`src/rtl/mc_seq_pkg.sv`:
```
// Shared state encoding, instruction field constants and control-word layout for the
// multi-cycle MIPS sequencer.
package mc_seq_pkg;

  localparam int unsigned StateW = 4;

  // Encodings 14 and 15 are unused and recover to StFetch.
  typedef enum logic [StateW-1:0] {
    StFetch  = 4'd0,
    StDecode = 4'd1,
    StMemAdr = 4'd2,
    StMemRd  = 4'd3,
    StMemWb  = 4'd4,
    StMemWr  = 4'd5,
    StExecR  = 4'd6,
    StRwb    = 4'd7,
    StExecI  = 4'd8,
    StIwb    = 4'd9,
    StBranch = 4'd10,
    StJump   = 4'd11,
    StJal    = 4'd12,
    StHalt   = 4'd13
  } state_e;

  localparam logic [5:0] OpRtype   = 6'b000000;
  localparam logic [5:0] OpLw      = 6'b100011;
  localparam logic [5:0] OpSw      = 6'b101011;
  localparam logic [5:0] OpBeq     = 6'b000100;
  localparam logic [5:0] OpJ       = 6'b000010;
  localparam logic [5:0] OpJal     = 6'b000011;
  localparam logic [5:0] OpAddi    = 6'b001000;
  localparam logic [5:0] OpAndi    = 6'b001100;
  localparam logic [5:0] OpOri     = 6'b001101;
  localparam logic [5:0] OpLui     = 6'b001111;
  localparam logic [5:0] FnSyscall = 6'b001100;

  localparam logic [1:0] AluAdd    = 2'd0;
  localparam logic [1:0] AluSub    = 2'd1;
  localparam logic [1:0] AluFunct  = 2'd2;
  localparam logic [1:0] AluOpcode = 2'd3;

  localparam logic [1:0] PcSrcAlu    = 2'd0;
  localparam logic [1:0] PcSrcAluOut = 2'd1;
  localparam logic [1:0] PcSrcJump   = 2'd2;

  localparam logic [1:0] RegDstRt = 2'd0;
  localparam logic [1:0] RegDstRd = 2'd1;
  localparam logic [1:0] RegDstRa = 2'd2;

  localparam logic [1:0] WbAluOut = 2'd0;
  localparam logic [1:0] WbMdr    = 2'd1;
  localparam logic [1:0] WbPc     = 2'd2;

  localparam logic       SrcAPc   = 1'b0;
  localparam logic       SrcABusA = 1'b1;
  localparam logic [1:0] SrcBBusB = 2'd0;
  localparam logic [1:0] SrcBOne  = 2'd1;
  localparam logic [1:0] SrcBImm  = 2'd2;
  localparam logic [1:0] SrcBBr   = 2'd3;

  typedef struct packed {
    logic       pc_wr;
    logic       pc_wr_cond;
    logic       i_or_d;
    logic       mem_rd;
    logic       mem_wr;
    logic       ir_wr;
    logic       reg_wr;
    logic [1:0] reg_dst;
    logic [1:0] mem_to_reg;
    logic       alu_src_a;
    logic [1:0] alu_src_b;
    logic [1:0] alu_op;
    logic [1:0] pc_src;
    logic       halted;
  } ctrl_t;

  // Everything deasserted; each state only sets the fields it owns.
  function automatic ctrl_t ctrl_idle();
    ctrl_t c;
    c = '0;
    return c;
  endfunction

endpackage

```
`src/rtl/mc_seq_decode.sv`:
```
// Combinational decode: current state plus IR fields to next state, control word,
// illegal-opcode flag and instruction-completion flag.
module mc_seq_decode
  import mc_seq_pkg::*;
#(
  parameter int unsigned OPW = 6
) (
  input  state_e         state,
  input  logic [OPW-1:0] opcode,
  input  logic [OPW-1:0] funct,
  input  logic           mem_ready,
  output state_e         state_next,
  output ctrl_t          ctrl,
  output logic           illegal,
  output logic           done
);

  always_comb begin
    state_next = StFetch;
    ctrl       = ctrl_idle();
    illegal    = 1'b0;
    done       = 1'b0;

    case (state)
      StFetch: begin
        ctrl.mem_rd    = 1'b1;
        ctrl.i_or_d    = 1'b0;
        ctrl.alu_src_a = SrcAPc;
        ctrl.alu_src_b = SrcBOne;
        ctrl.alu_op    = AluAdd;
        ctrl.pc_src    = PcSrcAlu;
        // IR load and PC+1 both commit on the cycle the memory returns the word.
        ctrl.pc_wr     = mem_ready;
        ctrl.ir_wr     = mem_ready;
        state_next     = mem_ready ? StDecode : StFetch;
      end

      StDecode: begin
        ctrl.alu_src_a = SrcAPc;
        ctrl.alu_src_b = SrcBBr;
        case (opcode)
          OPW'(OpRtype): state_next = (funct == OPW'(FnSyscall)) ? StHalt : StExecR;
          OPW'(OpLw),
          OPW'(OpSw):    state_next = StMemAdr;
          OPW'(OpBeq):   state_next = StBranch;
          OPW'(OpJ):     state_next = StJump;
          OPW'(OpJal):   state_next = StJal;
          OPW'(OpAddi),
          OPW'(OpAndi),
          OPW'(OpOri),
          OPW'(OpLui):   state_next = StExecI;
          default: begin
            state_next = StFetch;
            illegal    = 1'b1;
          end
        endcase
      end

      StExecR: begin
        ctrl.alu_src_a = SrcABusA;
        ctrl.alu_src_b = SrcBBusB;
        ctrl.alu_op    = AluFunct;
        state_next     = StRwb;
      end

      StRwb: begin
        ctrl.reg_wr     = 1'b1;
        ctrl.reg_dst    = RegDstRd;
        ctrl.mem_to_reg = WbAluOut;
        done            = 1'b1;
      end

      StExecI: begin
        ctrl.alu_src_a = SrcABusA;
        ctrl.alu_src_b = SrcBImm;
        ctrl.alu_op    = AluOpcode;
        state_next     = StIwb;
      end

      StIwb: begin
        ctrl.reg_wr     = 1'b1;
        ctrl.reg_dst    = RegDstRt;
        ctrl.mem_to_reg = WbAluOut;
        done            = 1'b1;
      end

      StMemAdr: begin
        ctrl.alu_src_a = SrcABusA;
        ctrl.alu_src_b = SrcBImm;
        ctrl.alu_op    = AluAdd;
        state_next     = (opcode == OPW'(OpSw)) ? StMemWr : StMemRd;
      end

      StMemRd: begin
        ctrl.i_or_d = 1'b1;
        ctrl.mem_rd = 1'b1;
        state_next  = mem_ready ? StMemWb : StMemRd;
      end

      StMemWb: begin
        ctrl.reg_wr     = 1'b1;
        ctrl.reg_dst    = RegDstRt;
        ctrl.mem_to_reg = WbMdr;
        done            = 1'b1;
      end

      StMemWr: begin
        ctrl.i_or_d = 1'b1;
        ctrl.mem_wr = 1'b1;
        state_next  = mem_ready ? StFetch : StMemWr;
        done        = mem_ready;
      end

      StBranch: begin
        ctrl.alu_src_a  = SrcABusA;
        ctrl.alu_src_b  = SrcBBusB;
        ctrl.alu_op     = AluSub;
        ctrl.pc_wr_cond = 1'b1;
        ctrl.pc_src     = PcSrcAluOut;
        done            = 1'b1;
      end

      StJump: begin
        ctrl.pc_wr  = 1'b1;
        ctrl.pc_src = PcSrcJump;
        done        = 1'b1;
      end

      StJal: begin
        // Regfile captures the old PC on this edge while the PC takes the target.
        ctrl.reg_wr     = 1'b1;
        ctrl.reg_dst    = RegDstRa;
        ctrl.mem_to_reg = WbPc;
        ctrl.pc_wr      = 1'b1;
        ctrl.pc_src     = PcSrcJump;
        done            = 1'b1;
      end

      StHalt: begin
        ctrl.halted = 1'b1;
        state_next  = StHalt;
      end

      default: state_next = StFetch;
    endcase
  end

endmodule

```
`src/rtl/mc_seq_ctrl.sv`:
```
// Multi-cycle MIPS control sequencer: state register, output drive and illegal pulse.
// Define MC_SEQ_PERF_EN to add the cyc_cnt / instr_cnt performance counters.
module mc_seq_ctrl
  import mc_seq_pkg::*;
#(
  parameter int unsigned OPW  = 6,
  parameter int unsigned STW  = 4,
  parameter int unsigned CNTW = 32
) (
  input  logic            Clk,
  input  logic            Reset,
  input  logic [OPW-1:0]  opcode,
  input  logic [OPW-1:0]  funct,
  input  logic            Zero,
  input  logic            mem_ready,
  output logic            PCWr,
  output logic            PCWrCond,
  output logic            IorD,
  output logic            MemRd,
  output logic            MemWr,
  output logic            IRWr,
  output logic            RegWr,
  output logic [1:0]      RegDst,
  output logic [1:0]      MemtoReg,
  output logic            ALUSrcA,
  output logic [1:0]      ALUSrcB,
  output logic [1:0]      ALUOp,
  output logic [1:0]      PCSrc,
  output logic [STW-1:0]  state,
  output logic            halted,
  output logic            illegal
`ifdef MC_SEQ_PERF_EN
  ,
  output logic [CNTW-1:0] cyc_cnt,
  output logic [CNTW-1:0] instr_cnt
`endif
);

  state_e state_q, state_d, state_cur;
  ctrl_t  ctrl;
  logic   dec_illegal;
  logic   done;

  // Zero is combined with PCWrCond inside the datapath, not here.
  logic unused_zero;
  assign unused_zero = Zero;

  // While Reset is held the outputs already show the FETCH control word.
  always_comb begin
    state_cur = Reset ? state_q : StFetch;
  end

  always_ff @(posedge Clk) begin
    if (!Reset) begin
      state_q <= StFetch;
    end else begin
      state_q <= state_d;
    end
  end

  mc_seq_decode #(
    .OPW (OPW)
  ) u_decode (
    .state      (state_cur),
    .opcode     (opcode),
    .funct      (funct),
    .mem_ready  (mem_ready),
    .state_next (state_d),
    .ctrl       (ctrl),
    .illegal    (dec_illegal),
    .done       (done)
  );

  always_comb begin
    PCWr     = ctrl.pc_wr;
    PCWrCond = ctrl.pc_wr_cond;
    IorD     = ctrl.i_or_d;
    MemRd    = ctrl.mem_rd;
    MemWr    = ctrl.mem_wr;
    IRWr     = ctrl.ir_wr;
    RegWr    = ctrl.reg_wr;
    RegDst   = ctrl.reg_dst;
    MemtoReg = ctrl.mem_to_reg;
    ALUSrcA  = ctrl.alu_src_a;
    ALUSrcB  = ctrl.alu_src_b;
    ALUOp    = ctrl.alu_op;
    PCSrc    = ctrl.pc_src;
    halted   = ctrl.halted;
    illegal  = dec_illegal;
    state    = STW'(state_cur);
  end

`ifdef MC_SEQ_PERF_EN
  logic [CNTW-1:0] cyc_q, instr_q;

  always_ff @(posedge Clk) begin
    if (!Reset) begin
      cyc_q   <= '0;
      instr_q <= '0;
    end else begin
      if (!ctrl.halted) begin
        cyc_q <= cyc_q + CNTW'(1);
      end
      if (done) begin
        instr_q <= instr_q + CNTW'(1);
      end
    end
  end

  assign cyc_cnt   = cyc_q;
  assign instr_cnt = instr_q;
`else
  logic unused_done;
  assign unused_done = done;
`endif

endmodule
```
`config.mk`:
```
export PLATFORM = sky130hd
export DESIGN_NAME = mc_seq_ctrl
export DESIGN_NICKNAME = d
export VERILOG_FILES = /design/src/rtl/mc_seq_pkg.sv /design/src/rtl/mc_seq_decode.sv /design/src/rtl/mc_seq_ctrl.sv
export SDC_FILE = /design/constraint.sdc
export NUM_CORES = 1
export LEC_CHECK = 0
export CAP_MARGIN = 10
export CORE_ASPECT_RATIO = 1.2
export CORE_MARGIN = 10
export CORE_UTILIZATION = 42
export CTS_CLUSTER_DIAMETER = 60
export DETAILED_ROUTE_END_ITERATION = 6
export PLACE_DENSITY = 0.91
export SYNTH_ARGS = -nofsm -noshare
export SYNTH_HDL_FRONTEND = slang
export SYNTH_SLANG_ARGS = --single-unit
```
`constraint.sdc`:
```
create_clock -name Clk -period 1.8 [get_ports Clk]
set_input_delay 0.36 -clock Clk [delete_from_list [all_inputs] [get_ports Clk]]
set_output_delay 0.36 -clock Clk [all_outputs]
set_load 0.02 [all_outputs]
```
==> metrics.md <==
| Metric | Value |
|---|---|
| Status | finished with violations |
| Largest cells by area after synthesis | dfxtp_1, nand2_1, nor2_1, a21oi_1, nor3_1 |
| CTS root buf | clkbuf_4 |
| CTS Buffer Depth | 2 |
| Area leader, netlist | dfxtp_1 |
| VDD IR max | a little over 0.0003 V |
| Most common cell in the netlist | nand2_1 |
| Synthesized instance count | 122 |
| Largest net degree at the start of global routing | 10 |
| Design area | 1420 µm² |
| CTS HTree Levels | 1 |
| DP Wirelength | about 2.6 mm |
| CTS tree | built |
| Failing checks | negative setup slack |
| Fin. max-slew vios | 0 |
| Leakage | 0.000693 µW |
| Initial DRT Pass Iterations | 4 |
| Register area share after synthesis | 10.6% |
| Top_reg_cell synth | dfxtp_1 |
| Reg power frac | 22.7% |
| Number of DRC markers in iteration 0 | roughly 50 |
| Required @ worst endpoint | 1.44 ns |
| Setup violators final | 1 |
| Drt wl/cell | approximately 17 µm |
| GR Util met1 | between 10% and 20% |
| Power Dens Cells | 285 nW/µm² |
| DRC viols | 0 |
| Post-Syn Area | around 760 µm² |
| Worst hold path class | in -> reg |
| CP Capture Type | primary output |
| Setup slack after layout | -0.00350 ns |
| Biggest register | state_q |
| Die area | between 3000 and 4000 µm² |
| Number of synthesized flops with an enable pin | 0 |
| Chip Width | about 59 µm |
| Final-layout fill cell count | approximately 100 |
| Antenna cell count | 0 |
| Max-Slew Margin vs Limit | 80.4% |
| Final core occ | 84.3% |
| Net load switching power | 147 µW |
| Cts hold-fix bufs | 0 |
| Clock Sink Count | 4 |
| Port Buffers | 38 |
| Total negative setup slack | -0.00350 ns |
| Final Cycle Share | 100% |
| Met3 Resource Use GR | 5.50% |
| Post-Syn Area per Cell | 6.21 µm² |
| Warning count from the yosys run | 0 |
| Synthesis-to-layout area growth | 87.0% |
| Total number of vias | 1240 |
| Top-area cell type share of the netlist area | 10.6% |
| First-pass GRT wire length | between 5 and 6 mm |
| Largest register FFs | 4 |
| Tmin final | 1.80 ns |
| RSZ-0062 raised after global routing | yes |
| Clock-pin slew of the registers on the worst-case setup and hold paths | 0.05 ns |
| Fraction of layout instances using a drive strength above 1 | 44.3% |
| Setup Skew | 0.0107 ns |
| Vias per cell | 5.85 |
| Crit Path Class | in -> out |
| Fmax | about 0.55 GHz |
| Share of flip-flops with an asynchronous set or reset | 0% |
| Sw Share | 36.5% |
| #FFs+latches synth | 4 |
| Critical Path Start Type | primary input |
| Power Internal | between 200 and 300 µW |
| Routed Antenna Nets | 0 |
| Total CTS buffers | 3 |
| Worst EP arrival | 1.44 ns |
| Dpl ws | -0.733 ns |
| Final hold violations | 0 |
| Nets | 212 |
| Core area | 1680 µm² |
| Mapped Nets | between 100 and 150 |
| Hold WS | 0.638 ns |
| Number of global-route vias before repair | 1198 |
| Worst skew pair latency | 0.26 ns |
| Number of max-cap violations | 0 |
| Top Registers | state_q (4) |
| Row cnt | 16 |
| Initial Util | 45.1% |
| Synth cell count leaders | nand2_1, nor2_1, a21oi_1 |
| Slew @ Worst Pin | 0.293 ns |
| Number of top-level pins | 40 |
| GP Congestion | approximately 0.9 |
| GR met2 Demand/Resource | 31.4% |
| Clock share of power | 32.1% |
| Busiest grt layer | met2 |
| Distinct cells, synth | 39 |
| Grt total ovfl | 0 |
| GRT Total Usage | about 17% |
| Die H | 66.5 µm |
| Top fanout value on the critical path | 2 |
| Drt total wl | 3.61 mm |
| Logic pwr share | 45.3% |
| Placed cell area | about 1400 µm² |
| Initial antenna violation count | 0 |
==> metal layers <==
metal | share of wire (%) | wire, µm | up-vias
met5 | 0 | 0 | -
met4 | 3.3 | 120 | 0
met3 | 10 | 362 | 17
met2 | 49 | 1780 | 76
met1 | 37 | 1350 | 572
li1 | - | - | 575
==> cell usage in the layout (no fill, tap or decap), types with 3 or more instances in the layout <==
cell,Yosys,final
clkbuf_2,0,9
a21oi_1,8,6
inv_1,7,7
nor2_1,16,16
nand2b_1,5,4
buf_2,6,7
clkbuf_4,0,3
nand4_1,3,3
clkdlybuf4s50_1,0,8
buf_4,3,45
nand2_1,17,15
dfxtp_4,0,3
xnor2_1,3,3
dlygate4sd2_1,0,8
nor3_1,7,6
==> critical path: stages <==
cell	delay [ns]
clkdlybuf4s50_1	0.51
inv_1	0.08
nor3_2	0.20
or2_1	0.13
buf_2	0.16
==> power groups by stage <==
stage	Clock, µW	Sequential (µW)	Combinational [µW]
floorplan	0	93.8	83.5
global placement	0	95.9	174
detailed placement	0	96.1	181
CTS	126	92.3	176
global route	141	91.5	196
finish	129	91.4	183
==> final timing paths <==
path / slack, ns / depth (start not counted) / end / start
max: -0.004 / 5 / PCWr / mem_ready
min: 0.64 / 6 / state_q[0] / opcode[5]
max reg2reg: 0.31 / 5 / state_q[1] / state_q[1]
min reg2reg: 0.65 / 2 / state_q[3] / state_q[1]
==> metrics by stage <==
| step | total power, µW | std cells |
|---|---|---|
| after floorplan | 177 | 122 |
| after global placement | 270 | 209 |
| after detailed placement | 277 | 209 |
| after CTS | 394 | 212 |
| after global routing | 428 | 212 |
| final | 403 | 212 |
==> layout make-up <==
type	instances	area, µm²	area share [%]
inverters	7	26.3	1.85
clock buffers	3	22.5	1.59
repair buffers	81	614	43.3
well taps	18	22.5	1.59
flip-flops and latches	4	92.6	6.53
multi-input cells	99	639	45.1
==> cells by family after synthesis <==
group                     share of synthesized area [%]
AOI/OAI and AO/OA                                  25.7
buffers and inverters                              13.9
and+or+nand+nor                                    45.2
DFF                                                10.6
xor gates and xnor gates                           4.62
==> timing repair <==
| item | CTS | global route |
|---|---|---|
| gates resized for setup | 69 | 37 |
| hold endpoints to repair | 0 | 0 |
| setup buffers | 0 | 0 |
| endpoints found under the setup margin | 25 | 22 |
| pin swaps | 1 | 0 |
Note: power is estimated with default switching activity, not from simulation.
